--- config.mk ---
export PLATFORM = sky130hd
export DESIGN_NAME = crc_lfsr_bluetooth_ble
export DESIGN_NICKNAME = d
export VERILOG_FILES = /design/src/rtl/ble_phy_pkg.sv /design/src/rtl/crc_lfsr_step.sv /design/src/rtl/crc_lfsr_bluetooth_ble.sv
export SDC_FILE = /design/constraint.sdc
export NUM_CORES = 1
export LEC_CHECK = 0
export ABC_AREA = 1
export BUFFER_PORTS_ARGS = -buffer_cell sky130_fd_sc_hd__buf_2
export CORE_AREA = 4 4 69 71
export DETAILED_ROUTE_END_ITERATION = 8
export DIE_AREA = 0 0 73 75
export PLACE_DENSITY_LB_ADDON = 0.15
export SLEW_MARGIN = 10
export SYNTH_ARGS = -nofsm -noshare
export SYNTH_HDL_FRONTEND = slang
export SYNTH_SLANG_ARGS = --single-unit
export TNS_END_PERCENT = 50
--- constraint.sdc ---
create_clock -name clk -period 1.9 [get_ports clk]
set_clock_uncertainty 0.15 [all_clocks]
set_input_delay 0.19 -clock clk [delete_from_list [all_inputs] [get_ports clk]]
set_output_delay 0.19 -clock clk [all_outputs]
set_load 0.02 [all_outputs]
--- src/rtl/ble_phy_pkg.sv ---
// Shared constants and FSM encoding for the BLE/BR PHY checksum engines.
package ble_phy_pkg;

  localparam logic [7:0]  HEC_POLY           = 8'hA7;
  localparam logic [23:0] BLE_CRC24_POLY     = 24'h00065B;
  localparam logic [23:0] BLE_CRC24_INIT_ADV = 24'h555555;

  typedef enum logic [1:0] {
    ST_IDLE  = 2'd0,
    ST_CALC  = 2'd1,
    ST_SHIFT = 2'd2
  } crc_state_e;

endpackage

--- src/rtl/crc_lfsr_step.sv ---
// One-bit Galois LFSR step: shift left, fold the polynomial in when MSB ^ data is set.
module crc_lfsr_step #(
  parameter int             N    = 8,
  parameter logic [N-1:0]   POLY = '0
) (
  input  logic [N-1:0] cur,
  input  logic         din,
  output logic [N-1:0] nxt
);

  logic fb;

  assign fb  = cur[N-1] ^ din;
  assign nxt = {cur[N-2:0], 1'b0} ^ (fb ? POLY : '0);

endmodule

--- src/rtl/crc_lfsr_bluetooth_ble.sv ---
// Serial CRC/HEC engine: generate (shift checksum out MSB first) or check (zero remainder).
module crc_lfsr_bluetooth_ble
  import ble_phy_pkg::*;
#(
  parameter int                    CRC_LENGTH   = 8,
  parameter logic [CRC_LENGTH-1:0] POLY         = CRC_LENGTH'(HEC_POLY),
  parameter int                    INIT_REFLECT = 1,
  parameter int                    CNT_W        = $clog2(CRC_LENGTH + 1)
) (
  input  logic                  clk,
  input  logic                  reset,
  input  logic [CRC_LENGTH-1:0] init_val,
  input  logic                  load_init,
  input  logic                  mode,
  input  logic                  valid_in,
  input  logic                  data_in,
  input  logic                  last_in,
  input  logic                  out_ready,
  output logic [CRC_LENGTH-1:0] crc_reg,
  output logic                  crc_out,
  output logic                  crc_valid,
  output logic                  busy,
  output logic                  done,
  output logic                  crc_ok,
  output logic [1:0]            state_dbg
);

  // Handshakes: a data bit moves when valid_in is high in IDLE/CALC; a checksum
  // bit moves when crc_valid and out_ready are both high. Neither side waits on the other.

  crc_state_e            state, state_nxt;
  logic [CNT_W-1:0]      cnt, cnt_nxt;
  logic [CRC_LENGTH-1:0] crc_nxt, step_nxt, seed;
  logic                  mode_q, mode_nxt, ok_nxt, done_nxt, end_mode;

  crc_lfsr_step #(
    .N    (CRC_LENGTH),
    .POLY (POLY)
  ) u_step (
    .cur (crc_reg),
    .din (data_in),
    .nxt (step_nxt)
  );

  always_comb begin
    seed = init_val;
    if (INIT_REFLECT != 0) begin
      for (int i = 0; i < CRC_LENGTH; i++) seed[i] = init_val[CRC_LENGTH-1-i];
    end
  end

  // Mode is taken live on the first bit, from the latch afterwards.
  assign end_mode = (state == ST_IDLE) ? mode : mode_q;

  always_comb begin
    state_nxt = state;
    cnt_nxt   = cnt;
    crc_nxt   = crc_reg;
    mode_nxt  = mode_q;
    ok_nxt    = crc_ok;
    done_nxt  = 1'b0;
    unique case (state)
      ST_IDLE, ST_CALC: begin
        if (state == ST_IDLE && load_init) begin
          crc_nxt = seed;
          ok_nxt  = 1'b0;
        end else if (valid_in) begin
          crc_nxt = step_nxt;
          if (state == ST_IDLE) begin
            mode_nxt  = mode;
            ok_nxt    = 1'b0;
            state_nxt = ST_CALC;
          end
          if (last_in) begin
            if (end_mode) begin
              ok_nxt    = (step_nxt == '0);
              done_nxt  = 1'b1;
              state_nxt = ST_IDLE;
            end else begin
              cnt_nxt   = CNT_W'(CRC_LENGTH);
              state_nxt = ST_SHIFT;
            end
          end
        end
      end
      ST_SHIFT: begin
        if (out_ready) begin
          crc_nxt = {crc_reg[CRC_LENGTH-2:0], 1'b0};
          cnt_nxt = cnt - CNT_W'(1);
          if (cnt == CNT_W'(1)) begin
            done_nxt  = 1'b1;
            state_nxt = ST_IDLE;
          end
        end
      end
      default: state_nxt = ST_IDLE;
    endcase
  end

  always_ff @(posedge clk or negedge reset) begin
    if (!reset) begin
      state   <= ST_IDLE;
      cnt     <= '0;
      crc_reg <= '0;
      mode_q  <= 1'b0;
      crc_ok  <= 1'b0;
      done    <= 1'b0;
    end else begin
      state   <= state_nxt;
      cnt     <= cnt_nxt;
      crc_reg <= crc_nxt;
      mode_q  <= mode_nxt;
      crc_ok  <= ok_nxt;
      done    <= done_nxt;
    end
  end

  assign crc_out   = crc_reg[CRC_LENGTH-1];
  assign crc_valid = (state == ST_SHIFT);
  assign busy      = (state != ST_IDLE);
  assign state_dbg = state;

endmodule
# After elaboration in Yosys (flattened, before gate mapping)
# Index checks and enable logic that the tools add are counted.
# totals
out_inout_bits	15
wordCells	65
reg_bits	17
input_bits	16
# op_classes
muxes	32
add_sub_neg	1
n_bitwise	3
eq_ne	11
n_reduce_logical	12
# op_table
operator	n
$mux 8	4
$mux 4	5
$pmux 8 s2	1
$mux 2	7
$mux 1	12
$ne 2x2->1 const B	5
$logic_not 8->1	1
$pmux 4 s2	1
$xor 8x8->8	1
$ne 3x3->1 const B	2
$reduce_and 3->1	2
$reduce_and 6->1	1
$reduce_bool 2->1	3
$reduce_and 5->1	1
$eq 4x1->1 const B	1
$pmux 2 s2	1
$sub 4x1->4 const B	1
$eq 2x1->1 const B	1
$eq 2x2->1 const B	1
$logic_not 2->1	1
$ne 2x1->1 const B	1
$pmux 1 s2	1
$reduce_and 2->1	1
$reduce_or 2->1	1
other kinds (3)	3

# Depth between registers and ports, before layout
# Gate-level depths: netlist of run 1.
# depth
depth_word	8
depth_mapped	10
ltp_nobuf	10

# Cells and area by module
# From an unflattened synthesis of run 1, not the netlist that was laid out.
# hier_totals
cells_unflattened	188
area_unflattened_um2	1260.0
# by_module_without_submodules
mod	cells_each	seq_area_each_um2	area_per_inst_um2	instances
crc_lfsr_bluetooth_ble	161	425.4	1126.1	1
crc_lfsr_step	27	0.0	133.9	1

# Least setup slack after synthesis of run 1
# OpenSTA, ideal clock, no wires.
# synth_timing
kind	register to register
start	register state[1], in the netlist state_dbg[1]
end	register cnt[2]
setup_ns	0.117
arrival_ns	1.356
synth_period_minus_slack_ns	1.623
path_stages_with_launch	10
required_time_ns	1.633
slack_ns	0.277
n_path_buf	0
cell_sequence	dfrtp_1 > inv_2 > nand2_1 > nand2_1 > nand2_1 > nand2_1 > nand2_2 > nand2_2 > nand2_1 > nand2_1
# synth_via
elab_chain_len	4
elab_cells_between_ends	14
classes_between	7 x eq/ne; 2 x mux; 5 x reduce/logical
# synth_lines
item	line	rtl
start, declared	crc_lfsr_bluetooth_ble.sv:31	crc_state_e state, state_nxt;
start signal, assigned	crc_lfsr_bluetooth_ble.sv:109	state <= state_nxt;
$eq 2x1->1 or $logic_not 2->1 (tied branches)	crc_lfsr_bluetooth_ble.sv:62, crc_lfsr_bluetooth_ble.sv:53, crc_lfsr_bluetooth_ble.sv:64	
$reduce_or 2->1, or another cell as far along	crc_lfsr_bluetooth_ble.sv:62	unique case (state)
$ne 2x2->1 (no source line) or $reduce_bool 2->1 (tied branches)	n/a	
$reduce_and 6->1 (no source line)	n/a	
end signal, assigned	crc_lfsr_bluetooth_ble.sv:110	cnt <= cnt_nxt;
end, declared	crc_lfsr_bluetooth_ble.sv:32	logic [CNT_W-1:0] cnt, cnt_nxt;
# Parallel ways exist; a longest one is shown, timed or not.
# A chain may end at the register's enable or synchronous reset.

# Worst setup path after layout of run 1
# layout_timing
start	register state[1], in the netlist state_dbg[1]
end	output crc_valid
# layout_via
elab_chain_len	1
# layout_lines
item	line	rtl
$eq 2x2->1	crc_lfsr_bluetooth_ble.sv:119	assign crc_valid = (state == ST_SHIFT);
end, declared	crc_lfsr_bluetooth_ble.sv:21	output logic crc_valid,
# No other way between the ends.

==> summary.txt, run 1 <==
Global route
  • Grt ovf: 0
  • Initial antenna violation count: 0
  • Largest net degree at the start of global routing: 18
  • Vias in the first global route: 1,132
  • First-pass GRT wire length: 5.02 mm
  • Total global-route track usage: 0.117

Synthesis
  • Top-area cell type share of the netlist area: 0.359
  • EDFF count, synth: 0
  • Gate Count Post-Synth: 173
  • Top-count cell post-synth: nand2_1
  • Synth warn: 0
  • Area leader, netlist: dfrtp_1
  • Post-synthesis area per instance: 6.85 um2
  • Library cells used by synthesis: 23
  • Fraction of registers with async set/reset: 1.00
  • Post-synth top cells: nand2_1 (58), inv_1 (24), nand3_1 (20)
  • Post-Syn Nets: 192
  • Seq/Total Area, Yosys: 0.359
  • Seq cells post-synth: 17
  • Top_reg_cell synth: dfrtp_1
  • Synthesized area: 1180 um2
  • Top cells by area, synth: dfrtp_1 (36%), nand2_1 (18%), nand3_1 (8.4%)

Power
  • PD cells: 1570 nW/um2
  • Worst VDD drop: 0.000422 V
  • Static Leak: 0.829 nW
  • Total power: 2.25 mW

Clock network
  • TritonCTS clock tree: done
  • CTS root buffer: clkbuf_8
  • Num Clock Sinks: 17
  • Clk slew on worst S/H paths: 0.07 ns
  • Htree depth: 1
  • TritonCTS buffer count: 3
  • Clk_lat worst skew: 0.25 ns
  • Clk buf depth: 2

Cells and area
  • Max reg flops: 8
  • N_diodes: 0
  • Final #Nets: 226
  • Layout cells sized above 1: 0.233
  • Area grow syn2layout: 21.0%
  • Util after Layout: 0.339

Drt
  • Final ANT Viol Nets: 0
  • WL/cell: 11.6 um
  • Final WL: 2.99 mm
  • DR pass1 iterations: 4
  • Via count: 1,160
  • # DRC: 0
  • Vias/cell: 4.50
  • First-iteration detailed-routing DRC count: 56

Placement
  • RePlAce Congestion: 0.768
  • Final HPWL DP: 2.33 mm
  • Port bufs: 30

Critical path
  • Worst setup SP type: register
  • Critical Path Slowest Stage Cell: dfrtp_1
  • Worst endpoint data arrival time: 1.34 ns
  • Worst-path cell chain: inv_2 > nor2_4 > buf_2
  • CP max stage delay: 0.47 ns
  • Worst Setup End Kind: output pin
  • CP Max Fanout: 9
  • Delay-heaviest family, CP: flip-flops
  • Crit path required time: 1.56 ns
  • Buf/Inv on CP: 2
  • Kind of critical path: reg -> out

Timing
  • Setup TNS: 0 ns
  • Setup violators final: 0
  • Final Cycle Share: 0.887
  • Tmin final: 1.68 ns
  • RSZ-0062 raised after global routing: false
  • FMAX: 594 MHz
  • Final Hold Violating Endpoints: 0
  • Slew margin rel.: 0.709
  • Max Slew Vio Count: 0
  • Worst-Margin Slew: 0.436 ns

Run
  • MaxCap Viol Count: 0

Die
  • IO Pins: 31
  • Die area: 5480 um2
  • # rows: 24
  • Die width: 73 um
  • Starting density of the core: 0.280
  • Area of the core: 4230 um2
  • Die H: 75 um

Worst hold path
  • Worst min-delay path category: in -> reg

Outcome
  • Status: completed
[layout by cell type, fill, tap and decap left out]
cell,Yosys,layout
clkbuf_8,0,3
nand2_1,58,58
nor2_4,2,2
nand3_1,20,20
nand3b_1,4,4
xnor2_1,1,1
nand2_2,2,2
inv_1,24,24
nand3_4,1,1
or2_2,2,2
o211ai_1,1,1
dlygate4sd3_1,0,1
inv_2,3,3
buf_4,1,1
buf_2,0,30
ha_1,3,3
clkinv_2,0,1
o21ai_0,4,4
nand3_2,2,2
o22ai_1,1,1
a21oi_1,4,4
nand2_4,1,1
nor2_1,15,15
dfrtp_1,17,17
a31oi_1,2,2
o21ai_1,3,3
[timing repair]
action	in CTS	in global routing
endpoints found under the hold margin	17	0
resized for setup	0	0
setup buffers	0	0
hold buffers	1	0
[per-stage QoR]
stage | instance area, um2 | std cells | setup WS [ns] | hold slack [ns]
2_1_floorplan | 1180 | 173 | 0.277 | -0.256
3_3_place_gp | 1380 | 253 | 0.318 | 0.00975
3_5_place_dp | 1380 | 253 | 0.318 | 0.00447
4_1_cts | 1430 | 258 | 0.205 | 0.0438
5_1_grt | 1430 | 258 | 0.0857 | 0.0577
6_report | 1430 | 258 | 0.215 | 0.0447
[power breakdown]
group          internal [mW]  leakage (nW)  total, mW  switching, mW
registers              0.516         0.209      0.670          0.154
logic                  0.457         0.595       1.30          0.848
clock network          0.145        0.0255      0.278          0.133
[final cells by class]
cell class / instances / area, um2
Fill cell: 497 / 2800
Inverter: 27 / 101
Sequential cell: 17 / 425
Clock buffer: 3 / 41.3
Tap cell: 52 / 65.1
Clock inverter: 1 / 5.00
Multi-Input combinational cell: 126 / 628
Timing Repair Buffer: 32 / 168
[tightest hold or removal path, stage by stage]
cell	delay [ns]
buf_2	0.09
nand2_1	0.05
a31oi_1	0.07
[per-layer routing]
metal  vias up  GRT usage  share of wire
met1       531      0.157           0.49
met4         0     0.0328         0.0047
met3         2     0.0267          0.047
met2        20      0.189           0.46
li1        607          -              -
met5         -          0              0
[cell families after synthesis]
| group | Yosys count | synth area share |
|---|---|---|
| AO/OA/AOI/OAI | 15 | 0.0686 |
| XOR/XNOR | 1 | 0.00739 |
| adder cells (fa/ha/maj) | 3 | 0.0317 |
| buffers and inverters | 30 | 0.111 |
| flip-flops | 17 | 0.359 |
| AND/OR/NAND/NOR | 107 | 0.422 |
[path summary, 6_finish.rpt]
| check | from | end | slack, ns | cells after the start |
|---|---|---|---|---|
| max | state_dbg[1]$_DFFE_PN0P_ | crc_valid | 0.22 | 3 |
| min | init_val[4] | crc_reg[3]$_DFFE_PN0P_ | 0.04 | 3 |
| max reg2reg | crc_reg[7]$_DFFE_PN0P_ | crc_reg[1]$_DFFE_PN0P_ | 0.33 | 10 |
| min reg2reg | crc_ok$_DFFE_PN0P_ | crc_ok$_DFFE_PN0P_ | 0.34 | 2 |
| max in group asynchronous | reset | mode_q$_DFFE_PN0P_ | 1.04 | 2 |
| min in group asynchronous | reset | crc_reg[4]$_DFFE_PN0P_ | 0.26 | 2 |
Power figures use the tool's default switching activity.
==> run 2, diff against run 1 <==
--- a/config.mk
+++ b/config.mk
@@ -7,9 +7,9 @@
 export LEC_CHECK = 0
 export ABC_AREA = 1
 export BUFFER_PORTS_ARGS = -buffer_cell sky130_fd_sc_hd__buf_2
-export CORE_AREA = 4 4 69 71
+export CORE_AREA = 4 4 63 79
 export DETAILED_ROUTE_END_ITERATION = 8
-export DIE_AREA = 0 0 73 75
+export DIE_AREA = 0 0 67 83
 export PLACE_DENSITY_LB_ADDON = 0.15
 export SLEW_MARGIN = 10
 export SYNTH_ARGS = -nofsm -noshare
==> constraint.sdc (replaced) <==
create_clock -name clk -period 1.9 [get_ports clk]
set_clock_uncertainty 0.15 [all_clocks]
set_input_delay 0 -clock clk [delete_from_list [all_inputs] [get_ports clk]]
set_output_delay 0 -clock clk [all_outputs]
set_load 0.02 [all_outputs]
==> run 2 against run 1 <==
Compared with the run above: utilization up 1.2 points; total power about the same; final area is 4.9% higher; largest cell class unchanged; clock-buffer cell count is the same; register-to-register slack lost 0.03 ns; largest power group unchanged; sequential share of layout area decreased by 1.4 points; clock power increased by 5%; die area grew 1.6%.
==> summary.txt, run 2 (synthesis gave the netlist of run 1 again) <==
Drt
  • DR pass1 iterations: 4 (unchanged)
  • First-iteration detailed-routing DRC count: 59 (was 56)
  • WL/cell: 11.5 um (was 11.6 um)
  • Via count: 1,165 (was 1,160)
  • Final ANT Viol Nets: 0 (unchanged)
  • # DRC: 0 (unchanged)
  • Final WL: 3.12 mm (was 2.99 mm)
  • Vias/cell: 4.31 (was 4.50)

Die
  • IO Pins: 31 (unchanged)
  • Die width: 67 um (was 73 um)
  • # rows: 27 (was 24)
  • Starting density of the core: 0.276 (was 0.280)
  • Die area: 5560 um2 (was 5480 um2)
  • Die H: 83 um (was 75 um)
  • Area of the core: 4290 um2 (was 4230 um2)

Clock network
  • CTS root buffer: clkbuf_8 (unchanged)
  • CTS resizes: 0 (unchanged)
  • Clk_lat worst skew: 0.26 ns (was 0.25 ns)
  • Clk slew on worst S/H paths: 0.08 ns (was 0.07 ns)
  • TritonCTS buffer count: 3 (unchanged)
  • TritonCTS clock tree: done (unchanged)
  • Num Clock Sinks: 17 (unchanged)
  • Clk buf depth: 2 (unchanged)
  • Htree depth: 1 (unchanged)

Timing
  • Max Slew Vio Count: 0 (unchanged)
  • FMAX: 624 MHz (was 594 MHz)
  • Final Hold Violating Endpoints: 0 (unchanged)
  • RSZ-0062 raised after global routing: false (unchanged)
  • Setup TNS: 0 ns (unchanged)
  • Tmin final: 1.60 ns (was 1.68 ns)
  • Worst-Margin Slew: 0.444 ns (was 0.436 ns)
  • Setup violators final: 0 (unchanged)
  • Final Cycle Share: 0.843 (was 0.887)
  • Slew margin rel.: 0.704 (was 0.709)
  • Hold_ws: 0.00974 ns (was 0.0447 ns)

Critical path
  • Crit path required time: 1.90 ns (was 1.56 ns)
  • CP Max Fanout: 6 (was 9)
  • Worst setup SP type: register (unchanged)
  • Worst Setup End Kind: register (was output pin)
  • Kind of critical path: reg -> reg (was reg -> out)
  • Worst endpoint data arrival time: 1.60 ns (was 1.34 ns)
  • Worst R2R Setup Slack: 0.30 ns (was 0.33 ns)

Placement
  • RePlAce Congestion: 0.841 (was 0.768)
  • Final HPWL DP: 2.33 mm (about the same)
  • Port bufs: 30 (unchanged)

Global route
  • First-pass GRT wire length: 5.29 mm (was 5.02 mm)
  • Grt ovf: 0 (unchanged)
  • Total global-route track usage: 0.122 (was 0.117)
  • Largest net degree at the start of global routing: 18 (unchanged)
  • Initial antenna violation count: 0 (unchanged)
  • Vias in the first global route: 1,224 (was 1,132)

Power
  • Static Leak: 0.854 nW (was 0.829 nW)
  • PD cells: 1500 nW/um2 (was 1570 nW/um2)
  • Worst VDD drop: 0.000383 V (was 0.000422 V)
  • Total power: 2.25 mW (about the same)

Cells and area
  • Most common cell after layout, fill and taps aside: nand2_1 (unchanged)
  • N_diodes: 0 (unchanged)
  • Most frequent cells in the layout: nand2_1 (58), buf_2 (30), inv_1 (24) (unchanged)
  • Area grow syn2layout: 26.9% (was 21.0%)
  • Layout cells sized above 1: 0.222 (was 0.233)
  • Max reg flops: 8 (unchanged)
  • Util after Layout: 0.351 (was 0.339)
  • Final #Nets: 232 (was 226)

Run
  • MaxCap Viol Count: 0 (unchanged)

Outcome
  • Status: completed (unchanged)

Worst hold path
  • Worst min-delay path category: in -> reg (unchanged)
[run 2: what timing repair did]
| item | CTS | global route |
|---|---|---|
| setup buffers | 0 | 0 |
| hold endpoints to repair | 25 | 0 |
| hold buffers | 8 | 0 |
[run 2: final cells by class]
class | count | area (um2)
Clock buffer | 3 | 41.3
Clock inverter | 1 | 5.00
Multi-Input combinational cell | 126 | 628
Sequential cell | 17 | 425
Inverter | 27 | 101
Timing Repair Buffer | 38 | 230
Fill cell | 473 | 2790
Tap cell | 58 | 72.6
[run 2: final timing paths]
kind                                   startpoint                        to  depth (start not counted)
max                        crc_reg[7]$_DFFE_PN0P_    crc_reg[1]$_DFFE_PN0P_                         10
min                                          mode        mode_q$_DFFE_PN0P_                          5
max reg2reg                crc_reg[7]$_DFFE_PN0P_    crc_reg[1]$_DFFE_PN0P_                         10
min reg2reg                    crc_ok$_DFFE_PN0P_        crc_ok$_DFFE_PN0P_                          2
max in group asynchronous                   reset    crc_reg[1]$_DFFE_PN0P_                          2
min in group asynchronous                   reset  state_dbg[0]$_DFFE_PN0P_                          2
[run 2: critical path, cell delays in order, from the launching register on]
cell	delay, ns
dfrtp_1	0.43
inv_1	0.08
nand2_1	0.14
nand2_1	0.10
ha_1	0.28
inv_1	0.05
nand2_1	0.04
nand3_1	0.06
nand2_1	0.05
nand2_1	0.05
o21ai_1	0.06
[run 2: where the power goes]
| group | total [mW] | switching, mW | leakage [nW] | internal, mW |
|---|---|---|---|---|
| logic | 1.28 | 0.824 | 0.619 | 0.453 |
| registers | 0.687 | 0.171 | 0.209 | 0.516 |
| clock network | 0.291 | 0.145 | 0.0255 | 0.146 |
| total | 2.25 | 1.14 | 0.854 | 1.12 |
[run 2: layer usage]
metal	vias up	part of all wire	track usage
li1	619	-	-
met1	520	0.46	0.152
met2	22	0.47	0.202
met3	4	0.046	0.0189
met4	0	0.014	0.0498
met5	-	0	0
[run 2: through the flow]
step / setup slack [ns] / cell area (um2) / std cells
floorplan: 0.277 / 1180 / 173
global placement: 0.314 / 1380 / 258
detailed placement: 0.296 / 1380 / 258
CTS: 0.276 / 1500 / 270
global route: 0.0849 / 1500 / 270
finish: 0.298 / 1500 / 270
